--- config.mk ---
export PLATFORM = sky130hd
export DESIGN_NAME = inspect_report_tx
export DESIGN_NICKNAME = d
export VERILOG_FILES = /design/src/rtl/report_pkg.sv /design/src/rtl/uart_byte_tx.sv /design/src/rtl/inspect_report_tx.sv
export SDC_FILE = /design/constraint.sdc
export NUM_CORES = 1
export LEC_CHECK = 0
export BUFFER_PORTS_ARGS = -buffer_cell sky130_fd_sc_hd__buf_4
export CORE_ASPECT_RATIO = 0.6
export CORE_MARGIN = 2
export CORE_UTILIZATION = 55
export DETAILED_ROUTE_END_ITERATION = 8
export GPL_TIMING_DRIVEN = 0
export PLACE_DENSITY = 0.77
export SKIP_LAST_GASP = 1
export SYNTH_ARGS = -nofsm -noshare
export SYNTH_HDL_FRONTEND = slang
export SYNTH_SLANG_ARGS = --single-unit
--- constraint.sdc ---
create_clock -name clk_i -period 3.46 [get_ports clk_i]
set_input_delay 0.519 -clock clk_i [delete_from_list [all_inputs] [get_ports clk_i]]
set_output_delay 0.519 -clock clk_i [all_outputs]
set_load 0.01 [all_outputs]
--- src/rtl/report_pkg.sv ---
// Shared constants, FSM encodings and BCD helper for the inspection report transmitter.
package report_pkg;

  localparam int unsigned FRAME_LEN = 14;
  localparam int unsigned IDX_W     = 4;
  localparam int unsigned BCD_W     = 16;

  localparam logic [7:0] TERM_BYTE = 8'hFF;
  localparam logic [7:0] ASC_N     = 8'h6E;
  localparam logic [7:0] ASC_DOT   = 8'h2E;
  localparam logic [7:0] ASC_V     = 8'h76;
  localparam logic [7:0] ASC_A     = 8'h61;
  localparam logic [7:0] ASC_L     = 8'h6C;
  localparam logic [7:0] ASC_EQ    = 8'h3D;
  localparam logic [7:0] ASC_ZERO  = 8'h30;

  typedef enum logic [1:0] {
    ST_IDLE = 2'd0,
    ST_LOAD = 2'd1,
    ST_SEND = 2'd2,
    ST_NEXT = 2'd3
  } state_e;

  // Frame kind doubles as the ASCII offset of the object id ('0','1','2')
  typedef enum logic [1:0] {
    KIND_GOOD  = 2'd0,
    KIND_BAD   = 2'd1,
    KIND_TOTAL = 2'd2
  } kind_e;

  // Four-digit BCD increment by ripple of per-digit carries; 9999 wraps to 0000
  function automatic logic [BCD_W-1:0] bcd_inc(input logic [BCD_W-1:0] v);
    logic [BCD_W-1:0] r;
    logic             carry;
    r     = v;
    carry = 1'b1;
    for (int i = 0; i < 4; i++) begin
      if (carry) begin
        if (v[i*4 +: 4] == 4'd9) begin
          r[i*4 +: 4] = 4'd0;
        end else begin
          r[i*4 +: 4] = v[i*4 +: 4] + 4'd1;
          carry       = 1'b0;
        end
      end
    end
    return r;
  endfunction

endpackage

--- src/rtl/uart_byte_tx.sv ---
// 8N1 byte serialiser; done_o pulses during the final cycle of the stop bit.
module uart_byte_tx #(
  parameter int unsigned CLK_FREQ = 27_000_000,
  parameter int unsigned UART_BPS = 9600
) (
  input  logic       clk_i,
  input  logic       rst_i,
  input  logic       start_i,
  input  logic [7:0] data_i,
  output logic       tx_o,
  output logic       done_o
);

  localparam int unsigned BIT_CYC = CLK_FREQ / UART_BPS;
  localparam int unsigned CNT_W   = $clog2(BIT_CYC);

  logic             active;
  logic [3:0]       bit_idx;
  logic [CNT_W-1:0] cnt;
  logic [8:0]       shreg;

  // bit_idx 0 is the start bit, 1..8 data LSB first, 9 the stop bit
  always_ff @(posedge clk_i or posedge rst_i) begin
    if (rst_i) begin
      active  <= 1'b0;
      bit_idx <= 4'd0;
      cnt     <= '0;
      shreg   <= '1;
      tx_o    <= 1'b1;
      done_o  <= 1'b0;
    end else begin
      done_o <= 1'b0;
      if (!active) begin
        if (start_i) begin
          active  <= 1'b1;
          tx_o    <= 1'b0;
          shreg   <= {1'b1, data_i};
          bit_idx <= 4'd0;
          cnt     <= '0;
        end
      end else begin
        // Flag completion one cycle early so the caller can restart with minimal gap
        if (bit_idx == 4'd9 && cnt == CNT_W'(BIT_CYC - 2)) begin
          done_o <= 1'b1;
        end
        if (cnt == CNT_W'(BIT_CYC - 1)) begin
          cnt <= '0;
          if (bit_idx == 4'd9) begin
            active <= 1'b0;
            tx_o   <= 1'b1;
          end else begin
            tx_o    <= shreg[0];
            shreg   <= {1'b1, shreg[8:1]};
            bit_idx <= bit_idx + 4'd1;
          end
        end else begin
          cnt <= cnt + CNT_W'(1);
        end
      end
    end
  end

endmodule

--- src/rtl/inspect_report_tx.sv ---
// Counts good/bad tile pulses in BCD and reports them as "nX.val=DDDD" frames over UART.
// Define REPORT_RATE_EN to also keep a total counter and send an n2 frame after each report.
module inspect_report_tx
  import report_pkg::*;
#(
  parameter int unsigned CLK_FREQ = 27_000_000,
  parameter int unsigned UART_BPS = 9600
) (
  input  logic clk_i,
  input  logic rst_i,
  input  logic good_i,
  input  logic bad_i,
  output logic uart_tx_o,
  output logic busy_o
);

  state_e           state, state_n;
  kind_e            kind, kind_sel_c;
  logic [BCD_W-1:0] good_cnt, bad_cnt, snap, snap_sel_c;
  logic [IDX_W-1:0] idx;
  logic             started, rst_d, pend_g, pend_b;
  logic             good_v_c, bad_v_c, start_c, load_c, last_c, done;
  logic             pend_g_n_c, pend_b_n_c, pend_any_c, pend_any_n_c, busy_n_c;
  logic [7:0]       tx_byte_c;
`ifdef REPORT_RATE_EN
  logic [BCD_W-1:0] total_cnt;
  logic             pend_t, pend_t_n_c;
`endif

  // Masks pulses in the first clock edge after reset release
  always_ff @(posedge clk_i or posedge rst_i) begin
    if (rst_i) rst_d <= 1'b1;
    else       rst_d <= 1'b0;
  end

  assign good_v_c = good_i & ~rst_d;
  assign bad_v_c  = bad_i  & ~rst_d;

  always_ff @(posedge clk_i or posedge rst_i) begin
    if (rst_i) begin
      good_cnt <= '0;
      bad_cnt  <= '0;
    end else begin
      if (good_v_c) good_cnt <= bcd_inc(good_cnt);
      if (bad_v_c)  bad_cnt  <= bcd_inc(bad_cnt);
    end
  end

`ifdef REPORT_RATE_EN
  always_ff @(posedge clk_i or posedge rst_i) begin
    if (rst_i) begin
      total_cnt <= '0;
    end else begin
      case ({good_v_c, bad_v_c})
        2'b11:        total_cnt <= bcd_inc(bcd_inc(total_cnt));
        2'b10, 2'b01: total_cnt <= bcd_inc(total_cnt);
        default:      ;
      endcase
    end
  end
`endif

  // Frame selection: total report first, then good before bad
  always_comb begin
    kind_sel_c = KIND_BAD;
    snap_sel_c = bad_cnt;
    if (pend_g) begin
      kind_sel_c = KIND_GOOD;
      snap_sel_c = good_cnt;
    end
`ifdef REPORT_RATE_EN
    if (pend_t) begin
      kind_sel_c = KIND_TOTAL;
      snap_sel_c = total_cnt;
    end
`endif
  end

  // Pending flags: a new pulse wins over a same-cycle load so its count is not lost
  always_comb begin
    pend_g_n_c = (pend_g & ~(load_c & (kind_sel_c == KIND_GOOD))) | good_v_c;
    pend_b_n_c = (pend_b & ~(load_c & (kind_sel_c == KIND_BAD)))  | bad_v_c;
`ifdef REPORT_RATE_EN
    pend_t_n_c   = (pend_t & ~(load_c & (kind_sel_c == KIND_TOTAL))) | (last_c & (kind != KIND_TOTAL));
    pend_any_c   = pend_g | pend_b | pend_t;
    pend_any_n_c = pend_g_n_c | pend_b_n_c | pend_t_n_c;
`else
    pend_any_c   = pend_g | pend_b;
    pend_any_n_c = pend_g_n_c | pend_b_n_c;
`endif
    busy_n_c = (state_n != ST_IDLE) | pend_any_n_c;
  end

  always_ff @(posedge clk_i or posedge rst_i) begin
    if (rst_i) begin
      pend_g <= 1'b0;
      pend_b <= 1'b0;
      busy_o <= 1'b0;
`ifdef REPORT_RATE_EN
      pend_t <= 1'b0;
`endif
    end else begin
      pend_g <= pend_g_n_c;
      pend_b <= pend_b_n_c;
      busy_o <= busy_n_c;
`ifdef REPORT_RATE_EN
      pend_t <= pend_t_n_c;
`endif
    end
  end

  always_ff @(posedge clk_i or posedge rst_i) begin
    if (rst_i) state <= ST_IDLE;
    else       state <= state_n;
  end

  // A raw pulse in IDLE moves straight to LOAD to meet the three-cycle start latency
  always_comb begin
    state_n = state;
    case (state)
      ST_IDLE: if (pend_any_c | good_v_c | bad_v_c) state_n = ST_LOAD;
      ST_LOAD: state_n = ST_SEND;
      ST_SEND: if (started & done) state_n = ST_NEXT;
      ST_NEXT: state_n = last_c ? ST_IDLE : ST_SEND;
      default: state_n = ST_IDLE;
    endcase
  end

  always_comb begin
    load_c  = (state == ST_LOAD);
    start_c = (state == ST_SEND) & ~started;
    last_c  = (state == ST_NEXT) & (idx == IDX_W'(FRAME_LEN - 1));
  end

  always_ff @(posedge clk_i or posedge rst_i) begin
    if (rst_i) begin
      kind    <= KIND_GOOD;
      snap    <= '0;
      idx     <= '0;
      started <= 1'b0;
    end else begin
      if (load_c) begin
        kind    <= kind_sel_c;
        snap    <= snap_sel_c;
        idx     <= '0;
        started <= 1'b0;
      end
      if (start_c) started <= 1'b1;
      if (state == ST_NEXT) begin
        started <= 1'b0;
        if (!last_c) idx <= idx + IDX_W'(1);
      end
    end
  end

  always_comb begin
    tx_byte_c = TERM_BYTE;
    case (idx)
      4'd0:    tx_byte_c = ASC_N;
      4'd1:    tx_byte_c = ASC_ZERO + {6'b0, kind};
      4'd2:    tx_byte_c = ASC_DOT;
      4'd3:    tx_byte_c = ASC_V;
      4'd4:    tx_byte_c = ASC_A;
      4'd5:    tx_byte_c = ASC_L;
      4'd6:    tx_byte_c = ASC_EQ;
      4'd7:    tx_byte_c = ASC_ZERO | {4'h0, snap[15:12]};
      4'd8:    tx_byte_c = ASC_ZERO | {4'h0, snap[11:8]};
      4'd9:    tx_byte_c = ASC_ZERO | {4'h0, snap[7:4]};
      4'd10:   tx_byte_c = ASC_ZERO | {4'h0, snap[3:0]};
      default: tx_byte_c = TERM_BYTE;
    endcase
  end

  uart_byte_tx #(
    .CLK_FREQ (CLK_FREQ),
    .UART_BPS (UART_BPS)
  ) u_uart (
    .clk_i   (clk_i),
    .rst_i   (rst_i),
    .start_i (start_c),
    .data_i  (tx_byte_c),
    .tx_o    (uart_tx_o),
    .done_o  (done)
  );

endmodule

; Word-level counts from Yosys, hierarchy flattened
; Cells that the tools add are included.
; W data, S select, Z words.
[word_totals]
register_bits = 89
out_inout_bits = 2
[classes]
reduce_logical = 15
n_bitwise = 20
n_eq_ne = 28
n_mux = 58
n_addsub = 12
[ops]
columns = cell, n
row1 = $pmux W8 S11, 1
row2 = $mux W4, 15
row3 = $eq A4 B4 Y1 const B, 13
row4 = $add A4 B1 Y4 const B, 10
row5 = $mux W12, 3
row6 = $mux W9, 4
row7 = $mux W1, 30
row8 = $eq A12 B12 Y1 const B, 2
row9 = $eq A4 B3 Y1 const B, 4
row10 = $mux W16, 1
row11 = $reduce_and A2 Y1, 7
row12 = $add A12 B1 Y12 const B, 1
row13 = $and A1 B1 Y1, 9
row14 = $eq A4 B2 Y1 const B, 2
row15 = $pmux W2 S4, 1
row16 = $add A6 B2 Y7 const A, 1
row17 = $or A1 B1 Y1, 7
row18 = $mux W2, 3
row19 = $eq A2 B1 Y1 const B, 2
row20 = $eq A2 B2 Y1 const B, 2
row21 = $eq A4 B1 Y1 const B, 1
row22 = $logic_not A2 Y1, 2
row23 = $logic_not A4 Y1, 1
row24 = $ne A2 B2 Y1 const B, 2
row25 = other kinds (5), 9

; Depth between registers and ports, before layout
[depth]
word_depth = 8
mapped_depth = 7
mapped_depth_nobuf = 6

; By module
; A second synthesis with hierarchy kept.
[hier_totals]
hier_cells = 465
hier_area_um2 = 4675.7
[by_module_without_submodules]
columns = mod, cells_per_inst, seq_area_each_um2, n_inst, area_each_um2
row1 = inspect_report_tx, 328, 1502.7, 1, 3170.5
row2 = uart_byte_tx, 137, 686.9, 1, 1505.2

; Worst setup path before layout
; OpenSTA, ideal clock, no wires.
[synth_timing]
path_kind = reg-to-reg
startpoint = register idx[0]
endpoint = register u_uart.shreg[2]
setup_time_ps = 96
path_stages_with_launch = 8
arrival_ps = 1950
required_time_ps = 3364
setup_slack_ps = 1414
period_less_slack_ps = 2046
path_cell_list = dfrtp_1 > inv_1 > ha_1 > clkbuf_1 > or4b_2 > nand4_1 > nor4_1 > o32ai_1
[synth_between]
elab_chain_len = 4
word_cells_on_any_way = 14
cone_classes = 10 x eq/ne / 3 x mux / 1 x reduce/logical
[synth_lines]
columns = item, line_no
row1 = start: declaration, inspect_report_tx.sv:20  ; logic [IDX_W-1:0] idx;
row2 = start signal: assignment, inspect_report_tx.sv:151  ; if (!last_c) idx <= idx + IDX_W'(1);
row3 = $eq A4 B4 Y1 (tied with other cells), inspect_report_tx.sv:158  ; case (idx)
row4 = $pmux W8 S11 *, inspect_report_tx.sv:158
row5 = $mux W9 *, uart_byte_tx.sv:34  ; if (start_i) begin
row6 = $mux W9 *, uart_byte_tx.sv:33  ; if (!active) begin
row7 = end signal: assignment, uart_byte_tx.sv:37  ; shreg <= {1'b1, data_i};
row8 = end signal: assignment, uart_byte_tx.sv:53  ; shreg <= {1'b1, shreg[8:1]};
row9 = end: declaration, uart_byte_tx.sv:20  ; logic [8:0] shreg;
; Mark *: on every way between the ends. The rest lies on a longest branch, timed or not. The select of a mux whose other input is x is not followed.
; A chain may end at the register's enable or synchronous reset.

; Worst setup path in the final report
[layout_timing]
startpoint = register idx[0]
endpoint = register u_uart.shreg[3]
; The elaborated chain is that of the path after synthesis.

==> results.md <==
- The clock transition at the registers of the reported paths is around 60 ps.
- For this design, the sink count on the clock tree is between 80 and 90.
- The critical path in this run is classified as flip-flop to flip-flop.
- The wire length on met2 is 4610 um.
- In this run the power density over the cells is between 400 and 500 mW/mm2.
- Derived from the worst setup path, the maximum achievable clock frequency is 421 MHz.
- Entering global routing, the biggest net connects 73 pins.
- The internal portion of the total power is around 1.7 mW.
- The via count of the first global-routing pass came to between 3000 and 4000.
- In this run the cell area measured after placement is 0.00480 mm2.
- Summed over all layers, the routed wires come to around 11000 um.
- In the global route stage, overall resource usage came out at 0.254.
- The worst pin sits at a relative slew slack of 0.378.
- The flow ran to the end, and the final reports show no timing, DRC or antenna violations.
- The share of cells above drive strength 1 is 0.0978.
- By area the synthesized netlist is led by dfrtp_1 42%, dfstp_2 5.7%, o21ai_0 5.7%.
- The sequential-to-total area share from yosys stat is 0.476.
- Max-cap violations in this run came to 0.
- The required time of the critical path is between 3000 and 4000 ps.
- The flop-to-flop setup slack is approximately 1100 ps.
- The initial core utilization is 0.575.
- The endpoint identified for the worst register-to-register timing path is u_uart.shreg[3].
- The worst slack at placement is 1110 ps.
- Routed signal wires occupy layers up through met4.
- Counting every instance in the synthesized netlist gives ~480.
- The sequential cells in the finished layout cover a total of 0.00219 mm2.
- The post-cts repair resize count is 0.
- The combined area of the multi-input logic cells is roughly 0.0022 mm2.
- The net switching power of the design is ~0.62 mW.
- The final max-slew violation count is 0.
- Clock latency on the worst-skew pair, taken at its later pin, is between 300 and 400 ps.
- Buffers inserted during clock tree synthesis total 9.
- Setup repair after global routing left no endpoint under its margin.
- The worst-case clock skew is approximately 7.0 ps.
- The prevailing post-synth register cell is dfrtp_1.
- After detailed routing, the met3 layer carries between 700 and 800 um of wire.
- The slew at the pin closest to its max-slew limit is between 900 and 1000 ps.
- Across the VDD grid, the largest voltage drop is around 300 uV.
- The antenna diode instance count is 0.
- The area added between synthesis and finish is 10.3%.
- In the finished design, the share of the clock period the worst path needs comes to 0.687.
- The arrival time at the worst endpoint is 2620 ps.
- The class of the tightest hold or removal check is input port to async pin.
- After detailed routing, the number of vias per cell comes to roughly 6.1.
- The time the final worst path needs with I/O delays and setup is about 2400 ps.
- The clock root buffer master is clkbuf_16.
- The worst setup path is launched from a flip-flop.
- The layout has 687 filler cells.
- The routed length per placed instance is about 17 um.
- The number of synthesized register bits is 87.
- The maximum clock path buffer count is 2.
- The netlist area before placement is 0.00460 mm2.
- After clock tree synthesis, the flow added hold-fix buffers numbering 0.
- TritonCTS built the clock tree.
- Counting cells, the worst reg-to-reg path comes to 7.
- The first-pass GRT wire length is 17600 um.
- The clock network fraction of total power is 0.382.
- The die is between 100 and 150 um wide.
- The switching part of the total is 0.264.
- The core region is 0.00801 mm2.
- The total I/O pin count is 6.
- The final cell area excluding filler cells is 0.00508 mm2.
- The die is 74.8 um tall.
- The number of rows in the core area is 25.
- The number of antenna violations at the first check in global routing is 0.
- The detailed router put a total of 5150 um of wire on met1.
- By count the netlist is led by 77 x dfrtp_1, 56 x nand2_1, 52 x o21ai_0.
- The number of hold violations in the final report is 0.
- The number of design-rule violations left by the first detailed-router iteration is between 300 and 400.
- After synthesis, the share of flip-flops with an asynchronous set or reset is 1.00.
- The Yosys step of the flow raised 0 warnings.
- After layout, the worst setup slack is approximately 1100 ps.
- The category of the worst setup path capture point is a flip-flop.
- The number of setup buffers added after CTS is 0.
- The global route total overflow is 0.
- The global placer's final weighted congestion is ~0.84.
- The highest net fanout along the worst path is 10.
- The biggest area contributor in the post-synthesis netlist is dfrtp_1.
- The number of iterations in the first detailed-routing pass is 6.
- The top cell type's share of synthesized area is 0.419.
- Once detail routing completed, the nets flagged for antenna violations numbered 0.
- The distinct cell type count after synthesis is 67.
- The count of buffers from port buffering is 5.
- The share of total power dissipated in sequential elements is 0.517.
- The number of H-tree branching levels is 3.
- The leakage power is 2.26 nW.
- Detailed placement finished with a half-perimeter wire length of 7460 um.
- In this run the critical register-to-register path is launched from idx[0].
- Summing over every cut layer, the via total after detailed routing is 3719.
- The net count of the finished layout is 508.
- Counting flops with a built-in enable in the synthesized netlist gives 0.
- The net count after synthesis is ~500.
- The average instance in the mapped netlist occupies slightly below 10 um2.
- The most common cell in the synthesized netlist is dfrtp_1.
- Of the total power, combinational logic draws 0.101.
- The floorplan step defined a die boundary enclosing 0.00914 mm2.
- Setup violations remaining at the end of the flow were counted as 0.
- For this run, design rule violations remaining after detail routing come to 0.
[stage by stage]
stage / hold WS [ps] / power, mW / util / TNS (ps) / instances
after floorplan: 439 / 1.38 / - / 0 / 479
after global placement: 453 / 1.45 / 0.596 / -27240 / 592
after detailed placement: 460 / 1.47 / 0.600 / 0 / 593
after CTS: 107 / 2.37 / 0.634 / 0 / 609
after global routing: 122 / 2.46 / 0.634 / 0 / 609
final: 108 / 2.36 / 0.634 / 0 / 609
[layout by cell type (no fill, tap or decap), types with 3 or more instances in the layout]
master,Yosys,routed
a21o_1,5,5
a21oi_1,16,16
a31oi_1,5,5
and3_1,4,4
buf_1,3,3
buf_4,0,5
clkbuf_1,17,21
clkbuf_16,0,9
dfrtp_1,77,77
dfstp_2,10,10
ha_1,8,8
inv_1,20,19
mux2_2,4,4
mux2i_1,20,20
nand2_1,56,56
nand2b_1,9,9
nand3_1,18,18
nand3b_1,8,8
nand4_1,6,6
nor2_1,20,20
nor2b_1,14,14
nor3_1,9,9
nor3b_1,5,5
nor4_1,6,6
o211ai_1,5,5
o21ai_0,52,52
o32ai_1,4,4
or3b_2,3,3
or4_1,4,4
xnor2_1,13,13
xor2_1,6,6
[worst max-delay path, cell delays in order, from the launching register on]
cell	delay (ps)
dfrtp_1	420
inv_1	130
ha_1	230
clkbuf_1	240
or4_1	560
a2bb2oi_1	290
nor3_1	120
o32ai_1	300
[kinds of logic (layout without fill, tap and decap cells)]
family	after synthesis	in the layout	synth area share
AND/OR/NAND/NOR	182	182	0.217
AO/OA/AOI/OAI	114	114	0.157
flip-flops	87	87	0.476
buffers and inverters	43	65	0.0359
multiplexers	24	24	0.0533
XOR/XNOR	19	19	0.0362
adder cells (fa/ha/maj)	9	9	0.0239
other	1	1	0.000815
[worst max path at each step]
stage            from               to  cells after the start
4_1_cts        idx[0]  u_uart.shreg[3]                      7
2_1_floorplan   rst_i       bad_cnt[0]                      1
3_3_place_gp    rst_i          snap[0]                      2
5_1_grt        idx[0]  u_uart.shreg[2]                      7
6_report       idx[0]  u_uart.shreg[3]                      7
3_5_place_dp   idx[0]  u_uart.shreg[3]                      7
[layout make-up]
cell class	instances	share of cell area
clock buffer	15	0.0527
sequential	87	0.431
multi-input combinational	349	0.442
inverter	20	0.0153
buffer	23	0.0177
clock inverter	1	0.000986
timing repair buffer	6	0.0128
tap	108	0.0266
[routing by layer]
metal | vias to the layer above | track usage
met3 | 10 | 0.0614
met2 | 133 | 0.380
met5 | - | 0
met4 | 0 | 0.0626
li1 | 1766 | -
met1 | 1810 | 0.376
[state kept, by name, summed over array words and instances (netlist names)]
register,cells
rst_d,1
pend_g,1
bad_cnt,16
started,1
good_cnt,16
pend_b,1
snap,16
u_uart.done_o,1
u_uart.tx_o,1
u_uart.active,1
state,2
kind,1
u_uart.bit_idx,4
u_uart.cnt,12
u_uart.shreg,8
idx,4
busy_o,1
[power groups by stage]
stage	clock, mW	sequential (mW)	combinational, mW
after floorplan	0	1.20	0.181
after global placement	0	1.22	0.221
after detailed placement	0	1.23	0.238
after CTS	0.914	1.22	0.239
after global routing	0.954	1.24	0.272
final	0.902	1.22	0.239
No activity file was read; power rests on OpenSTA's default activity.
